--- config.mk ---
export PLATFORM = sky130hd
export DESIGN_NAME = keypad_event_fifo
export DESIGN_NICKNAME = d
export VERILOG_FILES = /design/src/rtl/bird_pkg.sv /design/src/rtl/sync_fifo.sv /design/src/rtl/keypad_event_fifo.sv
export SDC_FILE = /design/constraint.sdc
export NUM_CORES = 1
export LEC_CHECK = 0
export ABC_AREA = 1
export BUFFER_PORTS_ARGS = -buffer_cell sky130_fd_sc_hd__buf_4
export CORE_MARGIN = 1
export CORE_UTILIZATION = 60
export DETAILED_ROUTE_END_ITERATION = 8
export GPL_ROUTABILITY_DRIVEN = 1
export PLACE_DENSITY = 0.83
export SYNTH_ARGS = -nofsm -noshare
export SYNTH_HDL_FRONTEND = slang
export SYNTH_SLANG_ARGS = --single-unit
--- constraint.sdc ---
create_clock -name clk -period 5.3 [get_ports clk]
set_clock_uncertainty 0.15 [all_clocks]
set_input_delay 0.53 -clock clk [delete_from_list [all_inputs] [get_ports clk]]
set_output_delay 0.53 -clock clk [all_outputs]
set_load 0.05 [all_outputs]
--- src/rtl/bird_pkg.sv ---
// Shared address map, scanner code constants and status-word layout for the
// keypad path.
package bird_pkg;

    localparam logic [11:0] KEYPAD_ADDR      = 12'h710;
    localparam logic [11:0] KEYPAD_STAT_ADDR = 12'h711;
    localparam logic [11:0] DISPLAY1_ADDR    = 12'h730;
    localparam logic [11:0] MEM_END          = 12'h1ff;

    localparam logic [4:0]  KEY_NONE = 5'h10;

    localparam int ST_OVF     = 0;
    localparam int ST_RDY     = 2;
    localparam int ST_CNT_LSB = 8;

    // Status word: count in [11:8], ready in bit 2, overflow in bit 0.
    function automatic logic [15:0] status_word(input logic [3:0] cnt,
                                                input logic       not_empty,
                                                input logic       ovf);
        logic [15:0] w;
        w                   = '0;
        w[ST_CNT_LSB +: 4]  = cnt;
        w[ST_RDY]           = not_empty;
        w[ST_OVF]           = ovf;
        return w;
    endfunction

endpackage

--- src/rtl/sync_fifo.sv ---
// Single-clock FIFO with registered occupancy count; a pop on empty is ignored
// and a push on full is accepted only when a pop frees a slot the same cycle.
module sync_fifo #(
    parameter int WIDTH = 5,
    parameter int DEPTH = 8,
    localparam int AW   = $clog2(DEPTH)
) (
    input  logic             clk,
    input  logic             rst,
    input  logic             push,
    input  logic             pop,
    input  logic [WIDTH-1:0] din,
    output logic [WIDTH-1:0] head,
    output logic             full,
    output logic             empty,
    output logic [AW:0]      count,
    output logic [AW:0]      count_next
);

    logic [WIDTH-1:0] mem [DEPTH];
    logic [AW-1:0]    wr_ptr;
    logic [AW-1:0]    rd_ptr;
    logic             do_push;
    logic             do_pop;

    assign empty   = (count == '0);
    assign full    = (count == (AW+1)'(DEPTH));
    assign do_pop  = pop && !empty;
    assign do_push = push && (!full || do_pop);
    assign head    = mem[rd_ptr];

    always_comb begin
        count_next = count;
        case ({do_push, do_pop})
            2'b10:   count_next = count + 1'b1;
            2'b01:   count_next = count - 1'b1;
            default: count_next = count;
        endcase
    end

    // Pointers are AW bits wide, so they wrap modulo DEPTH on their own.
    always_ff @(posedge clk or posedge rst) begin
        if (rst) begin
            wr_ptr <= '0;
            rd_ptr <= '0;
            count  <= '0;
        end else begin
            if (do_push) wr_ptr <= wr_ptr + 1'b1;
            if (do_pop)  rd_ptr <= rd_ptr + 1'b1;
            count <= count_next;
        end
    end

    always_ff @(posedge clk) begin
        if (do_push) mem[wr_ptr] <= din;
    end

endmodule

--- src/rtl/keypad_event_fifo.sv ---
// Queues debounced keypresses from the scanner and exposes them to the CPU as
// a memory-mapped data word (pops on first read cycle) and a status word.
module keypad_event_fifo
    import bird_pkg::*;
#(
    parameter int          DEPTH      = 8,
    parameter logic [11:0] BASE_ADDR  = KEYPAD_ADDR,
    parameter logic [4:0]  EMPTY_CODE = KEY_NONE
) (
    input  logic        clk,
    input  logic        rst,
    input  logic        key_ready,
    input  logic [4:0]  key_code,
    output logic        key_ack,
    input  logic [11:0] addr,
    output logic [15:0] rd_data,
    output logic        sel,
    output logic        irq
);

    localparam int CW = $clog2(DEPTH) + 1;

    logic          key_ready_d;
    logic          key_armed;
    logic          addr_hit_d;
    logic          stat_hit_d;
    logic          overflow;
    logic          data_hit;
    logic          stat_hit;
    logic          push_evt;
    logic          pop_evt;
    logic          stat_evt;
    logic          drop;
    logic [4:0]    head;
    logic          full;
    logic          empty;
    logic [CW-1:0] count;
    logic [CW-1:0] count_next;

    assign data_hit = (addr == BASE_ADDR);
    assign stat_hit = (addr == BASE_ADDR + 12'd1);
    assign sel      = data_hit || stat_hit;

    // key_armed blocks a ready level that is already high coming out of reset;
    // only a genuine low-to-high transition counts as a new key.
    assign push_evt = key_ready && !key_ready_d && key_armed;
    assign pop_evt  = data_hit && !addr_hit_d;
    assign stat_evt = stat_hit && !stat_hit_d;
    assign drop     = push_evt && full && !pop_evt;

    sync_fifo #(.WIDTH(5), .DEPTH(DEPTH)) u_fifo (
        .clk        (clk),
        .rst        (rst),
        .push       (push_evt),
        .pop        (pop_evt),
        .din        (key_code),
        .head       (head),
        .full       (full),
        .empty      (empty),
        .count      (count),
        .count_next (count_next)
    );

    always_ff @(posedge clk or posedge rst) begin
        if (rst) begin
            key_ready_d <= 1'b0;
            key_armed   <= 1'b0;
            addr_hit_d  <= 1'b0;
            stat_hit_d  <= 1'b0;
            overflow    <= 1'b0;
            key_ack     <= 1'b0;
            irq         <= 1'b0;
        end else begin
            key_ready_d <= key_ready;
            key_armed   <= key_armed || !key_ready;
            addr_hit_d  <= data_hit;
            stat_hit_d  <= stat_hit;
            key_ack     <= push_evt;
            irq         <= (count_next != '0);
            // A fresh drop outranks the clear from a status read.
            if (drop)          overflow <= 1'b1;
            else if (stat_evt) overflow <= 1'b0;
        end
    end

    always_comb begin
        rd_data = '0;
        if (data_hit)
            rd_data = {11'b0, empty ? EMPTY_CODE : head};
        else if (stat_hit)
            rd_data = status_word(4'(count), !empty, overflow);
    end

endmodule

# --- Word-level counts from Yosys, hierarchy flattened ---
# Memories as Yosys holds them, arrays and structs flattened.
# Index checks and enable logic that the tools add are counted.
totals:
  wordCells: 49
  ramBits: 40
  mem_count: 1
  regBits: 17
  output_inout_bits: 19
  input_bits: 20
classes:
  eq_ne: 5
  reduce_logical: 21
  addsub: 4
  mux: 8
memory_table:
  columns: ["name", "depth", "width", "rd", "rd_clocked_by_memory_dff", "wr", "line_no", "source"]
  rows:
  - ["u_fifo.mem", 8, 5, 1, 0, 1, "sync_fifo.sv:20", "logic [WIDTH-1:0] mem [DEPTH];"]
ops:
  columns: ["cell", "n"]
  rows:
  - ["$eq A12 B11 Y1 const B", 2]
  - ["$mux W12", 2]
  - ["$logic_and A1 B1 Y1", 8]
  - ["$pmux W4 S2", 1]
  - ["$logic_not A1 Y1", 7]
  - ["$add A3 B1 Y3 const B", 2]
  - ["$mux W5", 1]
  - ["$add A4 B1 Y4 const B", 1]
  - ["$eq A4 B4 Y1 const B", 1]
  - ["$logic_not A4 Y1", 1]
  - ["$mux W1", 4]
  - ["$reduce_bool A4 Y1", 1]
  - ["$sub A4 B1 Y4 const B", 1]
  - ["$logic_or A1 B1 Y1", 3]
  - ["$eq A2 B1 Y1 const B", 1]
  - ["$eq A2 B2 Y1 const B", 1]
  - ["$reduce_bool A2 Y1", 1]

# --- Logic depth before layout (Yosys ltp) ---
# Gate-level depths: netlist of the first run.
logic_depth:
  ltp_word: 8
  mapped_depth: 18
  mapped_depth_nobuf: 18

# --- Modules after synthesis ---
# From an unflattened synthesis of the first run, not the netlist that was laid out.
hier_totals:
  hier_cells: 278
  hier_area_um2: 2747.6
modules_own_cells:
  columns: ["mod", "cells_per_inst", "seq_area_each_um2", "n_inst", "area_each_um2"]
  rows:
  - ["sync_fifo", 193, 1451.4, 1, 2202.1]
  - ["keypad_event_fifo", 85, 175.2, 1, 545.5]

# --- Worst setup path before layout of the first run ---
# OpenSTA, ideal clock, no wires.
synth_path:
  kind: "input to output"
  start: "input port addr[11]"
  end: "output port rd_data[10]"
  n_path_buf: 0
  arrival_time_ns: 2.422
  stages: 7
  required_ns: 4.620
  slack_ns: 2.198
  cell_sequence: "inv_1 nand2_2 nor2_4 nand2_2 nor4_4 nand2_1 nor2_1"
synth_between:
  elab_chain_cells: 3
  word_cells_on_any_way: 4
  cone_classes: "2 x eq/ne; 2 x mux"
synth_rtl:
  columns: ["element", "line_no", "source"]
  rows:
  - ["start, declared", "keypad_event_fifo.sv:15", "input logic [11:0] addr,"]
  - ["$eq A12 B11 Y1", "keypad_event_fifo.sv:41", "assign stat_hit = (addr == BASE_ADDR + 12'd1);"]
  - ["$mux W12", "keypad_event_fifo.sv:90", "else if (stat_hit)"]
  - ["$mux W12 *", "keypad_event_fifo.sv:88", "if (data_hit)"]
  - ["end, declared", "keypad_event_fifo.sv:16", "output logic [15:0] rd_data,"]
# Mark *: on every way between the ends. The rest lies on a longest branch, timed or not.

# --- Worst setup path after layout of the first run ---
layout_path:
  start: "register u_fifo.rd_ptr[0]"
  end: "output port rd_data[2]"
layout_between:
  elab_chain_cells: 3
layout_rtl:
  columns: ["element", "line_no", "source"]
  rows:
  - ["start, declared", "sync_fifo.sv:22", "logic [AW-1:0] rd_ptr;"]
  - ["start signal, assigned", "sync_fifo.sv:49", "if (do_pop) rd_ptr <= rd_ptr + 1'b1;"]
  - ["$mem_v2 Z8 W5", null, null]
  - ["$mux W5", "keypad_event_fifo.sv:89", "rd_data = {11'b0, empty ? EMPTY_CODE : head};"]
  - ["$mux W12", "keypad_event_fifo.sv:88", null]
# No other way between the ends.

==> results of run 1 <==
## sequential cells by signal, indices dropped and copies added (netlist names)
signal,flops
addr_hit_d,1
u_fifo.count,4
u_fifo.wr_ptr,3
u_fifo.rd_ptr,3
u_fifo.mem,40
key_ack,1
key_ready_d,1
overflow,1
irq,1
stat_hit_d,1
key_armed,1
## through the flow
stage | setup slack (ns) | instances | instance area (µm²)
floorplan | 2.20 | 286 | 2810
global placement | 2.64 | 356 | 3030
detailed placement | 2.56 | 356 | 3030
CTS | 2.18 | 372 | 3220
global route | 1.97 | 372 | 3220
finish | 2.16 | 372 | 3220
## logic make-up after synthesis
kind of cell             after synthesis
buffers and inverters                 50
flip-flops                            57
adder cells (fa/ha/maj)                3
other                                  1
AND/OR/NAND/NOR                      126
XOR/XNOR                               3
AO/OA/AOI/OAI                         40
## Yosys cell counts
| master | count | area share |
|---|---|---|
| nand3_4 | 1 | 0.0063 |
| ha_1 | 3 | 0.013 |
| nand3_1 | 10 | 0.018 |
| a31oi_1 | 2 | 0.0045 |
| nor4_4 | 1 | 0.0076 |
| or2_2 | 1 | 0.0022 |
| conb_1 | 1 | 0.0013 |
| nand4_4 | 2 | 0.015 |
| nand2_1 | 51 | 0.069 |
| inv_2 | 1 | 0.0013 |
| edfxtp_1 | 40 | 0.43 |
| nor2_4 | 4 | 0.016 |
| or2_1 | 1 | 0.0022 |
| nor2_2 | 6 | 0.013 |
| o21ai_0 | 19 | 0.034 |
| a221o_1 | 2 | 0.0072 |
| buf_4 | 7 | 0.019 |
| nor2_1 | 36 | 0.049 |
| nor3_1 | 1 | 0.0018 |
| o22ai_1 | 3 | 0.0067 |
| nand2_2 | 9 | 0.020 |
| a221oi_1 | 2 | 0.0063 |
| a21oi_2 | 1 | 0.0031 |
| clkinv_1 | 1 | 0.0013 |
| inv_1 | 35 | 0.047 |
| o21ai_2 | 1 | 0.0031 |
| nand3_2 | 1 | 0.0036 |
| clkbuf_1 | 6 | 0.0081 |
| xor2_1 | 3 | 0.0094 |
| nand4_1 | 2 | 0.0045 |
| dfrtp_1 | 17 | 0.15 |
| o221ai_1 | 1 | 0.0031 |
| o31ai_1 | 1 | 0.0027 |
| a21oi_1 | 8 | 0.014 |
## final cells by class
| class | instances | area, µm² |
|---|---|---|
| clock buffer | 11 | 141 |
| multi-input combinational | 179 | 965 |
| timing repair buffer | 31 | 233 |
| sequential | 57 | 1630 |
| inverter | 37 | 139 |
| tap | 52 | 65.1 |
| clock inverter | 5 | 53.8 |
| fill | 323 | 1190 |
## report_power, final
| part | switching, mW | internal (mW) | total [mW] |
|---|---|---|---|
| Sequential | 0.0305 | 0.529 | 0.559 |
| Clock | 0.169 | 0.229 | 0.398 |
| Combinational | 0.144 | 0.0626 | 0.207 |
## critical path: cells and delay by family (launching register included)
family,cells,cell delay [ns]
buffers and inverters,3,0.85
and+or+nand+nor,3,0.26
AOI/OAI and AO/OA,1,0.37
DFF,1,0.63
## worst min-delay path by stage
stage	start	end	slack, ns
final	rst	u_fifo.rd_ptr[1]	0.13
after global routing	key_ready	key_ready_d	0.15
after detailed placement	stat_hit_d	overflow	0.33
after floorplan	rst	addr_hit_d	0.31
after global placement	key_armed	key_armed	0.32
after CTS	key_ready	key_ready_d	0.15
## placed cells by master, fill, tap and decap left out, types with 2 or more instances in the layout
master / count
inv_1: 35
nor2_4: 4
conb_1: 7
o22ai_1: 3
a21oi_1: 8
nor2_1: 36
nand3_1: 10
clkbuf_8: 10
ha_1: 3
o21ai_0: 19
nand2_1: 51
nor2_2: 6
a221o_1: 2
buf_4: 31
nand2_2: 9
edfxtp_1: 40
clkinv_2: 3
dfrtp_1: 17
nand4_4: 2
xor2_1: 3
a221oi_1: 2
a31oi_1: 2
nand4_1: 2
## layer usage
metal,wire [µm],up-vias,GRT usage
met5,0,-,0
met4,56,0,0.0867
met3,433,8,0.0837
met2,2420,83,0.351
met1,2370,910,0.324
li1,-,985,-
==> metrics, run 1 <==
Critical Path AT 2.46 ns; Final Power 1.16 mW; DRT antenna net count 0; worst hold slack 0.135 ns; Post-Synth Simple-Gate Area 0.229; r2r endpoint irq; Syn Area/Cell 9.94 µm²; crit path from u_fifo.rd_ptr[0]; gr usage total 0.237; Slew HR 0.559; core box area 4410 µm²; Yosys reg bits 57; CTS tree done; DR WL/cell 14.2 µm; half-perimeter wire length after placement 3670 µm; Compound-Gate Fraction of Synth Area 0.0854; Worst Hold Class input port to async pin; starting density of the core 0.630; post-synthesis mux area share 0; CTS Buffer Depth 2; area growth from synthesis to layout 15.8%; post-synth cell types 34; reg2reg path depth 15; Placer Congestion 0.823; grt total ovfl 0; worst stage delay on the critical path 0.63 ns; TNS Setup 0 ns; period utilisation layout 0.592; xor/xnor cell area share of the yosys netlist 0.00944; PD cells 361 nW/µm²; Die Y 70.1 µm; I/O Buffers 31; post-synthesis cell area 2780 µm²; fin. max-slew vios 0; H-tree Lvls 3; largest net degree at the start of global routing 23; Setup Viol. Count Final 0; Max Cap Viol 0; I/O Pins 39; cells after synthesis 280; sequential area share after synthesis 0.585; Iter 0 DRT Violations 126; postcts setup bufs 0; Worst Setup EP rd_data[2]; Reg clk slew, reported paths 0.07 ns; RR Startpoint u_fifo.count[1]; RSZ-0062 raised after global routing false; CP max FO 22; critical path class flop to primary output; status finished clean; CP endpoint kind primary output; vias 1986; Setup crit start kind flop; Synth Area in Adders 0.0135; maximum clock frequency 319 MHz; required time worst endpoint 4.62 ns; largest family of logic cells by synthesized area simple AND/OR/NAND/NOR gates; VDD IR max 0.000249 V; share of cells above drive strength 1 0.231; Yosys warnings 0; Leak Pwr 1.38 nW; Worst-Skew Late Latency 0.33 ns; clock buffer count from CTS 9; reg2reg setup slack 3.05 ns; Least-Margin Pin Slew 0.662 ns; Post-CTS Hold Buffers 0; Final nets 338; Period minus WS final 3.14 ns; first-pass GRT wire length 8620 µm; initial antenna violation count 0; vias per std cell 5.34; 1st-pass router iterations 5; root buf cell clkbuf_8; Die ar. 4910 µm²; Final Hold Violating Endpoints 0; diode count 0; die width 70.1 µm; vias in the first global route 1848; CP max stage cell dfrtp_1; worst-path cell chain inv_1 -> nand2_1 -> a221o_1 -> nand3_1 -> nand3_1 -> inv_1 -> buf_4; post-CTS sizing 0; DR DRC count 0; CTS sink cnt 57; Final Util 0.730; row count 24; drt total wl 5280 µm
(Power assumes the default switching activity.)
==> run 2: changes to the inputs <==
--- a/config.mk
+++ b/config.mk
@@ -8,10 +8,10 @@
 export ABC_AREA = 1
 export BUFFER_PORTS_ARGS = -buffer_cell sky130_fd_sc_hd__buf_4
 export CORE_MARGIN = 1
-export CORE_UTILIZATION = 60
+export CORE_UTILIZATION = 51
 export DETAILED_ROUTE_END_ITERATION = 8
 export GPL_ROUTABILITY_DRIVEN = 1
-export PLACE_DENSITY = 0.83
+export PLACE_DENSITY = 0.75
 export SYNTH_ARGS = -nofsm -noshare
 export SYNTH_HDL_FRONTEND = slang
 export SYNTH_SLANG_ARGS = --single-unit
==> constraint.sdc (replaced) <==
create_clock -name clk -period 2.7 [get_ports clk]
set_clock_uncertainty 0.15 [all_clocks]
set_input_delay 0.27 -clock clk [delete_from_list [all_inputs] [get_ports clk]]
set_output_delay 0.27 -clock clk [all_outputs]
set_load 0.05 [all_outputs]
==> run 2 against run 1 <==
Compared with the run above:
- via count rose by 0.86%
- first-iteration DRC count rose by 8.7%
- worst hold slack got worse by 0.11 ns
- core utilization fell by 9.1 points
- critical path depth did not move
- non-clock buffer count rose by 10
- power rose by 92%
- sequential share of layout area fell by 1.2 points
- global-route usage fell by 2.2 points
- critical endpoint is now rd_data[4]
- largest power group unchanged
==> metrics, run 2 (synthesized netlist as in run 1, its figures left out) <==
Setup Viol. Count Final 0 (unchanged); drt total wl 5510 µm (was 5280 µm); CP max stage cell inv_1 (was dfrtp_1); first-pass GRT wire length 8560 µm (was 8620 µm); period utilisation layout 0.929; CP max FO 18 (was 22); gr usage total 0.215 (was 0.237); PD cells 678 nW/µm² (was 361 nW/µm²); Slew HR 0.540 (was 0.559); worst stage delay on the critical path 0.44 ns (was 0.63 ns); clock buffer count from CTS 9 (unchanged); Worst-Skew Late Latency 0.32 ns (was 0.33 ns); share of cells above drive strength 1 0.241 (was 0.231); fin. max-slew vios 0 (unchanged); critical path class flop to primary output (unchanged); final cell count without fillers 398 (was 372); CTS Buffer Depth 2 (unchanged); row count 26 (was 24); maximum clock frequency 399 MHz; status finished clean (unchanged); fillers 432 (was 323); Top reg by flops u_fifo.mem (unchanged); Final Hold Violating Endpoints 0 (unchanged); DRT antenna net count 0 (unchanged); vias 2003 (was 1986); Final nets 348 (was 338); I/O Buffers 31 (unchanged); DR WL/cell 13.8 µm (was 14.2 µm); H-tree Lvls 3 (unchanged); RSZ-0062 raised after global routing false (unchanged); Regs by FF count u_fifo.mem: 40 flops, u_fifo.count: 4 flops (unchanged); largest net degree at the start of global routing 22 (was 23); Placer Congestion 0.857 (was 0.823); postcts setup bufs 0 (unchanged); Iter 0 DRT Violations 137 (was 126); worst hold slack 0.0262 ns (was 0.135 ns); Leak Pwr 1.41 nW (was 1.38 nW); diode count 0 (unchanged); Cells after DPL 382 (was 356); Period minus WS final 2.51 ns; Die Y 75.9 µm (was 70.1 µm); area growth from synthesis to layout 18.8% (was 15.8%); vias per std cell 5.03 (was 5.34); CP endpoint kind primary output (unchanged); Setup crit start kind flop (unchanged); starting density of the core 0.538 (was 0.630); Max Cap Viol 0 (unchanged); VDD IR max 0.000460 V (was 0.000249 V); grt total ovfl 0 (unchanged); root buf cell clkbuf_8 (unchanged); CTS tree done (unchanged); Critical Path AT 2.09 ns (was 2.46 ns); Reg clk slew, reported paths 0.06 ns (was 0.07 ns); DR DRC count 0 (unchanged); die width 75.9 µm (was 70.1 µm); core box area 5170 µm² (was 4410 µm²); most frequent cells in the layout 51 x nand2_1, 40 x edfxtp_1, 39 x buf_4 (was 51 x nand2_1, 40 x edfxtp_1, 36 x nor2_1); vias in the first global route 1833 (was 1848); Least-Margin Pin Slew 0.689 ns (was 0.662 ns); 1st-pass router iterations 4 (was 5); CTS sink cnt 57 (unchanged); max reg flops 40 (unchanged); I/O Pins 39 (unchanged); half-perimeter wire length after placement 3810 µm (was 3670 µm); required time worst endpoint 2.28 ns (was 4.62 ns); worst-path cell chain inv_1 -> buf_4 -> nand2_1 -> a221oi_1 -> o31ai_1 -> inv_1 -> buf_4 (was inv_1 -> nand2_1 -> a221o_1 -> nand3_1 -> nand3_1 -> inv_1 -> buf_4); Die ar. 5760 µm² (was 4910 µm²); TNS Setup 0 ns (unchanged); most common cell after layout, fill and taps aside nand2_1 (unchanged); initial antenna violation count 0 (unchanged); Worst Hold Class input port to flop (was input port to async pin)
[run 2: cell type report]
cell class,count,area (µm²),share of cell area
Timing Repair Buffer,41,313,0.0947
Multi-Input combinational cell,179,965,0.292
Tap cell,70,87.6,0.0265
Clock inverter,4,46.3,0.0140
Clock buffer,10,128,0.0386
Inverter,37,139,0.0420
Sequential cell,57,1630,0.492
[run 2: what timing repair did]
action,CTS,global route
setup endpoints to repair,0,0
hold buffers,2,0
endpoints found under the hold margin,18,0
resized for setup,0,0
[run 2: worst paths after layout]
kind	start	to	slack [ns]	cells past startpoint
max	u_fifo.rd_ptr[0]	rd_data[4]	0.19	7
min	key_code[0]	u_fifo.mem[7][0]	0.03	1
min in group asynchronous	rst	u_fifo.rd_ptr[0]	0.46	3
max reg2reg	u_fifo.count[1]	irq	0.40	15
min reg2reg	key_armed	key_armed	0.34	1
max in group asynchronous	rst	stat_hit_d	1.50	3
[run 2: power by group]
part | switching, mW | internal, mW | leakage, nW
Combinational | 0.289 | 0.134 | 0.776
Sequential | 0.0591 | 1.04 | 0.550
Clock | 0.310 | 0.411 | 0.0856
[run 2: through the flow]
step	setup slack (ns)	power [mW]	util	instance area, µm²
5_1_grt	0.0269	2.37	0.639	3300
4_1_cts	0.178	2.25	0.639	3300
6_report	0.192	2.24	0.639	3300
3_3_place_gp	0.497	1.52	0.601	3110
3_5_place_dp	0.441	1.53	0.601	3110
2_1_floorplan	0.118	1.41	-	2810
[run 2: per-layer routing]
metal | vias up | part of all wire | track usage
li1 | 1004 | - | -
met1 | 924 | 0.46 | 0.292
met2 | 71 | 0.46 | 0.322
met3 | 4 | 0.068 | 0.0569
met4 | 0 | 0.0073 | 0.107
met5 | - | 0 | 0
[run 2: worst max-delay path: cells and delay by family (launching register included)]
kind	cells	cell delay [ns]
AO/OA/AOI/OAI	2	0.42
flip-flops	1	0.38
AND/OR/NAND/NOR	1	0.05
buffers and inverters	4	0.92
